[src/rtl/mem_arbiter.sv]
// Two-port memory arbiter: fetch (IF) and data (D) requesters share one
// memory port. Round-robin on collisions, bounded wait for the memory
// acknowledge, and a one-cycle response pulse to the granted requester.
// All outputs come straight from flops.
module mem_arbiter #(
  parameter int ADDR_W  = 32,
  parameter int DATA_W  = 32,
  parameter int TIMEOUT = 255
) (
  input  logic              clk_i,
  input  logic              rst_i,
  input  logic              if_req_i,
  input  logic [ADDR_W-1:0] if_addr_i,
  output logic [DATA_W-1:0] if_rdata_o,
  output logic              if_ack_o,
  input  logic              d_req_i,
  input  logic              d_we_i,
  input  logic [ADDR_W-1:0] d_addr_i,
  input  logic [DATA_W-1:0] d_wdata_i,
  output logic [DATA_W-1:0] d_rdata_o,
  output logic              d_ack_o,
  output logic              mem_req_o,
  output logic              mem_we_o,
  output logic [ADDR_W-1:0] mem_addr_o,
  output logic [DATA_W-1:0] mem_wdata_o,
  input  logic [DATA_W-1:0] mem_rdata_i,
  input  logic              mem_ack_i,
  output logic              err_o
);

  typedef enum logic [1:0] {
    IDLE  = 2'd0,
    GRANT = 2'd1,
    RESP  = 2'd2
  } state_t;

  // Counter value seen during the last permitted GRANT cycle.
  localparam logic [15:0] TMO_LAST_C = 16'(TIMEOUT - 1);
  localparam logic [ADDR_W-1:0] ADDR_ZERO_C = {ADDR_W{1'b0}};
  localparam logic [DATA_W-1:0] DATA_ZERO_C = {DATA_W{1'b0}};

  state_t              state_r, state_s;
  logic                last_d_r, last_d_s;     // 1: last grant went to D, 0: to IF
  logic                gnt_d_r, gnt_d_s;       // owner of the current transaction
  logic [15:0]         cnt_r, cnt_s;
  logic                err_pend_r, err_pend_s;
  logic                pick_d_s;
  logic [DATA_W-1:0]   resp_data_s;

  // Output flops; the mem_* registers double as the captured request.
  logic                mem_req_r, mem_req_s;
  logic                mem_we_r, mem_we_s;
  logic [ADDR_W-1:0]   mem_addr_r, mem_addr_s;
  logic [DATA_W-1:0]   mem_wdata_r, mem_wdata_s;
  logic                if_ack_r, if_ack_s;
  logic                d_ack_r, d_ack_s;
  logic [DATA_W-1:0]   if_rdata_r, if_rdata_s;
  logic [DATA_W-1:0]   d_rdata_r, d_rdata_s;
  logic                err_r, err_s;

  // Next-state and next-output decode for the arbitration FSM.
  always_comb begin
    state_s     = state_r;
    last_d_s    = last_d_r;
    gnt_d_s     = gnt_d_r;
    cnt_s       = cnt_r;
    err_pend_s  = err_pend_r;
    pick_d_s    = 1'b0;
    resp_data_s = DATA_ZERO_C;
    mem_req_s   = 1'b0;
    mem_we_s    = 1'b0;
    mem_addr_s  = ADDR_ZERO_C;
    mem_wdata_s = DATA_ZERO_C;
    if_ack_s    = 1'b0;
    d_ack_s     = 1'b0;
    if_rdata_s  = DATA_ZERO_C;
    d_rdata_s   = DATA_ZERO_C;
    err_s       = 1'b0;

    case (state_r)
      IDLE: begin
        // D wins when alone, or on a collision when IF was served last.
        pick_d_s = d_req_i & (~if_req_i | ~last_d_r);
        if (if_req_i || d_req_i) begin
          state_s   = GRANT;
          gnt_d_s   = pick_d_s;
          last_d_s  = pick_d_s;
          cnt_s     = 16'd0;
          mem_req_s = 1'b1;
          if (pick_d_s) begin
            mem_we_s    = d_we_i;
            mem_addr_s  = d_addr_i;
            mem_wdata_s = d_wdata_i;
          end else begin
            mem_we_s    = 1'b0;
            mem_addr_s  = if_addr_i;
            mem_wdata_s = DATA_ZERO_C;
          end
        end else begin
          state_s = IDLE;
        end
      end

      GRANT: begin
        if (mem_ack_i) begin
          state_s     = RESP;
          err_pend_s  = 1'b0;
          resp_data_s = mem_we_r ? DATA_ZERO_C : mem_rdata_i;
          if_ack_s    = ~gnt_d_r;
          d_ack_s     = gnt_d_r;
          if_rdata_s  = gnt_d_r ? DATA_ZERO_C : resp_data_s;
          d_rdata_s   = gnt_d_r ? resp_data_s : DATA_ZERO_C;
          err_s       = 1'b0;
        end else if (cnt_r == TMO_LAST_C) begin
          // Memory never answered: complete with zero data and flag it.
          state_s     = RESP;
          err_pend_s  = 1'b1;
          resp_data_s = DATA_ZERO_C;
          if_ack_s    = ~gnt_d_r;
          d_ack_s     = gnt_d_r;
          err_s       = 1'b1;
        end else begin
          cnt_s       = cnt_r + 16'd1;
          mem_req_s   = 1'b1;
          mem_we_s    = mem_we_r;
          mem_addr_s  = mem_addr_r;
          mem_wdata_s = mem_wdata_r;
        end
      end

      RESP: begin
        state_s    = IDLE;
        err_pend_s = 1'b0;
      end

      default: begin
        state_s    = IDLE;
        err_pend_s = 1'b0;
      end
    endcase
  end

  // FSM state, round-robin pointer, timeout counter and error flag.
  always_ff @(posedge clk_i or negedge rst_i) begin
    if (!rst_i) begin
      state_r    <= IDLE;
      last_d_r   <= 1'b0;
      gnt_d_r    <= 1'b0;
      cnt_r      <= 16'd0;
      err_pend_r <= 1'b0;
    end else begin
      state_r    <= state_s;
      last_d_r   <= last_d_s;
      gnt_d_r    <= gnt_d_s;
      cnt_r      <= cnt_s;
      err_pend_r <= err_pend_s;
    end
  end

  // Registered outputs; reset clears them immediately, aborting any grant.
  always_ff @(posedge clk_i or negedge rst_i) begin
    if (!rst_i) begin
      mem_req_r   <= 1'b0;
      mem_we_r    <= 1'b0;
      mem_addr_r  <= ADDR_ZERO_C;
      mem_wdata_r <= DATA_ZERO_C;
      if_ack_r    <= 1'b0;
      d_ack_r     <= 1'b0;
      if_rdata_r  <= DATA_ZERO_C;
      d_rdata_r   <= DATA_ZERO_C;
      err_r       <= 1'b0;
    end else begin
      mem_req_r   <= mem_req_s;
      mem_we_r    <= mem_we_s;
      mem_addr_r  <= mem_addr_s;
      mem_wdata_r <= mem_wdata_s;
      if_ack_r    <= if_ack_s;
      d_ack_r     <= d_ack_s;
      if_rdata_r  <= if_rdata_s;
      d_rdata_r   <= d_rdata_s;
      err_r       <= err_s;
    end
  end

  assign mem_req_o   = mem_req_r;
  assign mem_we_o    = mem_we_r;
  assign mem_addr_o  = mem_addr_r;
  assign mem_wdata_o = mem_wdata_r;
  assign if_ack_o    = if_ack_r;
  assign d_ack_o     = d_ack_r;
  assign if_rdata_o  = if_rdata_r;
  assign d_rdata_o   = d_rdata_r;
  assign err_o       = err_r;

endmodule

[config.mk]
export PLATFORM = sky130hd
export DESIGN_NAME = mem_arbiter
export DESIGN_NICKNAME = d
export VERILOG_FILES = /design/src/rtl/mem_arbiter.sv
export SDC_FILE = /design/constraint.sdc
export NUM_CORES = 1
export LEC_CHECK = 0
export ABC_AREA = 1
export CORE_UTILIZATION = 36
export DETAILED_ROUTE_END_ITERATION = 16
export GPL_ROUTABILITY_DRIVEN = 0
export HOLD_SLACK_MARGIN = 0.15
export PLACE_DENSITY_LB_ADDON = 0.12
export REMOVE_ABC_BUFFERS = 1
export SKIP_LAST_GASP = 1
export SYNTH_ARGS = -nofsm -noshare
export SYNTH_HDL_FRONTEND = slang
export SYNTH_SLANG_ARGS = --single-unit
[constraint.sdc]
create_clock -name clk_i -period 2.11 [get_ports clk_i]
set_input_delay 0.422 -clock clk_i [delete_from_list [all_inputs] [get_ports clk_i]]
set_output_delay 0.422 -clock clk_i [all_outputs]
set_load 0.01 [all_outputs]
==> impl_results.md <==
* Status: finished clean
* Dpl cell area at 9210 um^2
* Most common cell after layout, fill and taps aside: clkdlybuf4s50_1
* Site row count at 47
* Post-route DRC at 0
* Unrepaired setup endpoints after global routing: false
* Synth top area share at 61.1%
* #FFs+latches synth at 152
* Max rail drop VDD at 649 uV
* Largest net degree at the start of global routing at 70
* H-tree levels at 4
* Die height at 133 um
* Synth area leader: dfrtp_1
* DRT Wirelength at 18.9 mm
* Grt ovf at 0
* CTS Buf Count at 17
* Clock skew at 12.2 ps
* Leakage power at 4.44 nW
* Worst Setup End Kind: output port
* Worst Path Required at 1690 ps
* Cells after synthesis at 687
* CTS tree: done
* Number of global-route vias before repair at 5,565
* Top cells by area, synth: dfrtp_1, nand2_1, nor3_1
* First-pass GRT wire length at 29.8 mm
* Arrival time at the worst endpoint at 1380 ps
* Starting Density at 37.1%
* Final Max Slew Viols at 0
* Initial antenna violation count at 0
* Final period util at 85.2%
* Mapped cell area at 6220 um^2
* Nets at 1,088
* Filler Cell Count at 1,479
* Final ANT Viol Nets at 0
* Drt first pass iters at 4
* Setup bufs post-CTS at 0
* # port buffers at 266
* Cells along the critical path: clkdlybuf4s50_1
* CTS Buffer Depth at 2
* DR vias/cell at 4.67
* Routed vias at 5,529
* Final min period at 1800 ps
* Critical path's slowest cell: clkdlybuf4s50_1
* Detailed Place HPWL at 13.2 mm
* Final Hold Viols at 0
* Setup TNS Final at 0 ps
* Post-synth cell types at 27
* Worst Tran Pin Value at 621 ps
* Total core area at 16,800 um^2
* CTS Sinks at 152
* Kind of critical path: reg -> out
* Slowest stage delay, CP at 570 ps
* Layout cells sized above 1 at 7.77%
* WP buf/inv at 1
* All-Layer GR Usage at 22.0%
* CTS Hold Bufs at 1
* Worst Setup Start Kind: flop
* CP max FO at 2
* Syn. warnings at 0
* Die W at 133 um
* Synth Area per Inst at 9.06 um^2
* Hold crit path type: reg -> reg
* Largest delay share family, worst path: buffers and inverters
* Max Freq at 556 MHz
* Final Setup Violations at 0
* Power per cell area at 1080 nW/um^2
* Commonest cells after routing, fill and taps aside: clkdlybuf4s50_1, dfrtp_1, nand2_1, nor3_1, o21ai_0
* Initial drt markers at 271
* Wirelength per Cell at 15.9 um
* Reg clk slew, reported paths at 70 ps
* Syn-to-layout area delta at 58.1%
* Clock latency on the worst-skew pair at 430 ps
* Worst relative slew slack at 58.6%
* IO Count at 267
* Final instance area at 9840 um^2
* Sequential area share after synthesis at 61.1%
* Die area at 17,800 um^2
* Cts repair resizes at 0
* Max cap viols at 0
* Number of diodes at 0
* CTS Root Cell: clkbuf_16
==> path summary, 6_finish.rpt <==
path / endpoint / cells past startpoint / start / slack (ps)
max: mem_wdata_o[24] / 1 / mem_wdata_o[24] / 310
min in group asynchronous: d_rdata_o[29] / 2 / rst_i / 510
max reg2reg: mem_addr_o[3] / 10 / cnt_r[0] / 340
min: mem_wdata_o[1] / 2 / mem_wdata_o[1] / 470
max in group asynchronous: err_o / 3 / rst_i / 980
min reg2reg: mem_wdata_o[1] / 2 / mem_wdata_o[1] / 470
==> cell usage after synthesis (all sizes together) <==
master / n
a21oi: 2
buf: 20
clkbuf: 18
dfrtp: 152
ha: 2
inv: 54
nand2: 167
nand3: 52
nand3b: 1
nand4: 6
nor2: 64
nor3: 66
nor3b: 1
nor4: 1
o211ai: 1
o21ai: 78
or2: 1
xnor2: 1
==> area by class of cell <==
type                    count  area (um^2)  area share (%)
inverters                  54          203            2.06
multi-input cells         443         2030            20.7
repair buffers            284         2900            29.5
clock inverters            15          200            2.03
clock buffers              17          425            4.32
well taps                 220          275            2.80
flip-flops and latches    152         3800            38.6
==> stage by stage <==
step | hold slack (ps) | setup slack [ps] | instances | total power, mW | util (%)
finish | 472 | 312 | 1185 | 10.6 | 58.7
global route | 489 | 198 | 1185 | 11.2 | 58.7
CTS | 476 | 286 | 1185 | 10.7 | 58.7
detailed placement | 414 | 162 | 1152 | 7.52 | 54.9
global placement | 417 | 225 | 1152 | 7.51 | 54.9
floorplan | 126 | -159 | 649 | 5.25 | -
==> where the power goes <==
part / internal, mW / leakage [nW] / switching (mW)
combinational: 1.68 / 2.09 / 1.93
clock: 1.72 / 0.298 / 1.43
sequential: 3.51 / 2.06 / 0.328
==> cells by family after synthesis <==
kind of cell	Yosys count	share of synthesized area (%)
XOR/XNOR	1	0.141
AO/OA/AOI/OAI	81	6.55
flip-flops	152	61.1
AND/OR/NAND/NOR	359	25.5
buffers and inverters	92	6.25
adder cells (fa/ha/maj)	2	0.402
==> worst reg2reg max path: cells and delay by family (launching register included) <==
kind                       cells  cell delay, ps
adders and majority gates      1             170
DFF                            1             420
AOI/OAI and AO/OA              1              70
and+or+nand+nor                5             630
buffers and inverters          3             370
==> flip-flops by register name, indices dropped and copies added, names as in the netlist <==
register and flops:
if_ack_o 1, cnt_r 16, mem_we_o 1, mem_req_o 1
gnt_d_r 1, err_o 1, d_ack_o 1, mem_addr_o 32
state_r 2, if_rdata_o 32, mem_wdata_o 32, d_rdata_o 32
==> routing by layer <==
| metal | part of all wire [%] | wire length (um) | vias up | track usage [%] |
|---|---|---|---|---|
| met1 | 40 | 7510 | 2589 | 25.2 |
| met3 | 7.0 | 1330 | 36 | 8.87 |
| met4 | 3.4 | 651 | 0 | 9.41 |
| li1 | - | - | 2743 | - |
| met2 | 50 | 9410 | 161 | 36.4 |
| met5 | 0 | 0 | - | 0 |
Power figures use the tool's default switching activity.
==> RTL change (same flow settings) <==
The parameter `DATA_W` goes from 32 to 16.
--- a/src/rtl/mem_arbiter.sv
+++ b/src/rtl/mem_arbiter.sv
@@ -5,5 +5,5 @@
 module mem_arbiter #(
   parameter int ADDR_W  = 32,
-  parameter int DATA_W  = 32,
+  parameter int DATA_W  = 16,
   parameter int TIMEOUT = 255
 ) (
Interface: changed (5 resized); port bits go from 267 to 187. No check against the original RTL was run, so the function may have changed too.
==> RTL change against the unedited design <==
Maximum frequency rose by 2.9%. Utilization shrank 1.6 points. Non-clock buffer count decreased by 82. Global-route usage fell by 1.8 points. Design area is 29% lower. Sequential cell count decreased by 48. Worst setup slack better by 0.050 ns. Synthesized area fell by 27%. Sequential share of layout area down 1.2 points. Critical path depth up 7. Clock power shrank 48%. Routed wire length shrank 33%. Total power down 35%. Critical endpoint is now cnt_r[8]$_DFFE_PN0P_. Highest routed layer unchanged.
==> RTL change: results (changes against the unedited design) <==
Run status
  • Status: complete, no violations

Global routing
  • Met2 Resource Use GR: 34.1% (-2.3 points)
  • Met3 usage: 6.62% (-2.2 points)
  • Initial antenna violation count: 0 (unchanged)
  • First-pass GRT wire length: 20.6 mm (-31%)
  • Largest net degree at the start of global routing: 52 (-26%)
  • Met1 GRT Util: 23.8% (-1.4 points)
  • GRT Overall Usage: 20.2% (-1.8 points)

Layout
  • Synth-to-layout area growth: 52.4%
  • Nets: 823 (-24%)
  • Fill cells: 1099 (-26%)
  • Non-filler instance count after layout: 892 (-25%)
  • Layout cells sized above 1: 6.91% (-0.87 points)

Route
  • Detailed-route via count: 4242 (-23%)
  • TritonRoute pass-1 iters: 6 (+2)
  • DR WL/cell: 14.2 um (-11%)
  • Iter 0 DRT Violations: 164 (-39%)

Timing
  • Final Skew: 0.0107 ns (-0.00145 ns)
  • Worst slew pin tran: 0.441 ns (-0.181 ns)
  • Fin Hold WS: 0.474 ns (+0.00248 ns)
  • Final worst setup slack: 0.363 ns (+0.0503 ns)

Placed design
  • DP Cell Count: 875 (-24%)
  • Dpl hpwl: 9.30 mm (-30%)
  • DP Worst Slack: 0.175 ns (+0.0138 ns)
  • Port Buffer Count: 186 (-30%)
  • Placed inst area: 6650 um2 (-28%)

Hold path
  • Worst hold path endpoint: mem_wdata_o[5]$_DFFE_PN0P_
  • Worst Hold Launch: mem_wdata_o[5]$_DFFE_PN0P_

Clock network
  • Total CTS buffers: 9 (-8)
  • Clock latency on the worst-skew pair: 0.35 ns (-0.08 ns)
  • Clock buffer depth: 2 (unchanged)
  • H-tree Lvls: 3 (-1)

Logic synthesis
  • Sequential element share of the synthesized area: 57.0% (-4.1 points)
  • Top cells by count, synth: 130 x nand2_1, 104 x dfrtp_1, 60 x nor2_1, 41 x o21ai_1, 36 x o21ai_0
  • Area contributors post-synth: dfrtp_1 57%, nand2_1 11%, nor2_1 4.9%
  • Post-synthesis cell count: 532 (-23%)
  • Yosys warns: 0 (unchanged)
  • Synth unique cells: 26 (-3.7%)

Setup path
  • Reg2Reg Depth: 8 (-2)
  • Worst Path Arrival: 2.01 ns (+0.63 ns)
  • CP max FO: 22 (+20)
  • R2r endpoint: cnt_r[8]$_DFFE_PN0P_

Job
  • Number of max-cap violations: 0 (unchanged)

Pwr
  • Peak supply drop: 0.514 mV (-21%)
  • Cell leakage power: 3.08 nW (-31%)
RTL change: power by group:
group          switching [W]  total (W)  internal (W)  leakage, nW
clock               0.000777    0.00164      0.000859        0.138
sequential          0.000258    0.00269       0.00243         1.40
combinational        0.00136    0.00261       0.00125         1.54
RTL change: worst max path at each step:
| stage | from | endpoint | depth (start not counted) |
|---|---|---|---|
| after floorplan | if_req_i | mem_addr_o[0]$_DFFE_PN0P_ | 5 |
| after global placement | if_req_i | mem_addr_o[31]$_DFFE_PN0P_ | 7 |
| after detailed placement | if_req_i | mem_addr_o[3]$_DFFE_PN0P_ | 7 |
| after CTS | cnt_r[0]$_DFFE_PN0P_ | cnt_r[4]$_DFFE_PN0P_ | 8 |
| after global routing | cnt_r[0]$_DFFE_PN0P_ | cnt_r[9]$_DFFE_PN0P_ | 8 |
| final | cnt_r[0]$_DFFE_PN0P_ | cnt_r[8]$_DFFE_PN0P_ | 8 |
RTL change: cell type report:
cell class,count,area share [%]
tap,168,3.02
sequential,104,37.4
clock inverter,5,0.702
multi-input combinational,363,23.8
timing repair buffer,202,29.4
clock buffer,11,3.49
inverter,39,2.14
RTL change: cell families after synthesis:
logic type | after synthesis | share of synthesized area, %
simple gates | 281 | 26.9
flops | 104 | 57.0
compound gates | 80 | 8.83
buf+inv | 65 | 6.69
fa+ha+maj | 2 | 0.548
RTL change: layer usage:
layer / vias up / routed length [um]
li1: 2087 / -
met5: - / 0
met1: 1965 / 5200
met2: 170 / 6040
met4: 0 / 319
met3: 20 / 1110
RTL change: critical path, stage by stage, from the launching register on:
cell     delay [ns]
dfrtp_1        0.44
inv_1          0.13
ha_1           0.16
nand3_1        0.14
nor2_4         0.17
nand3_1        0.10
nand2_2        0.33
nand2_1        0.10
o21ai_1        0.09
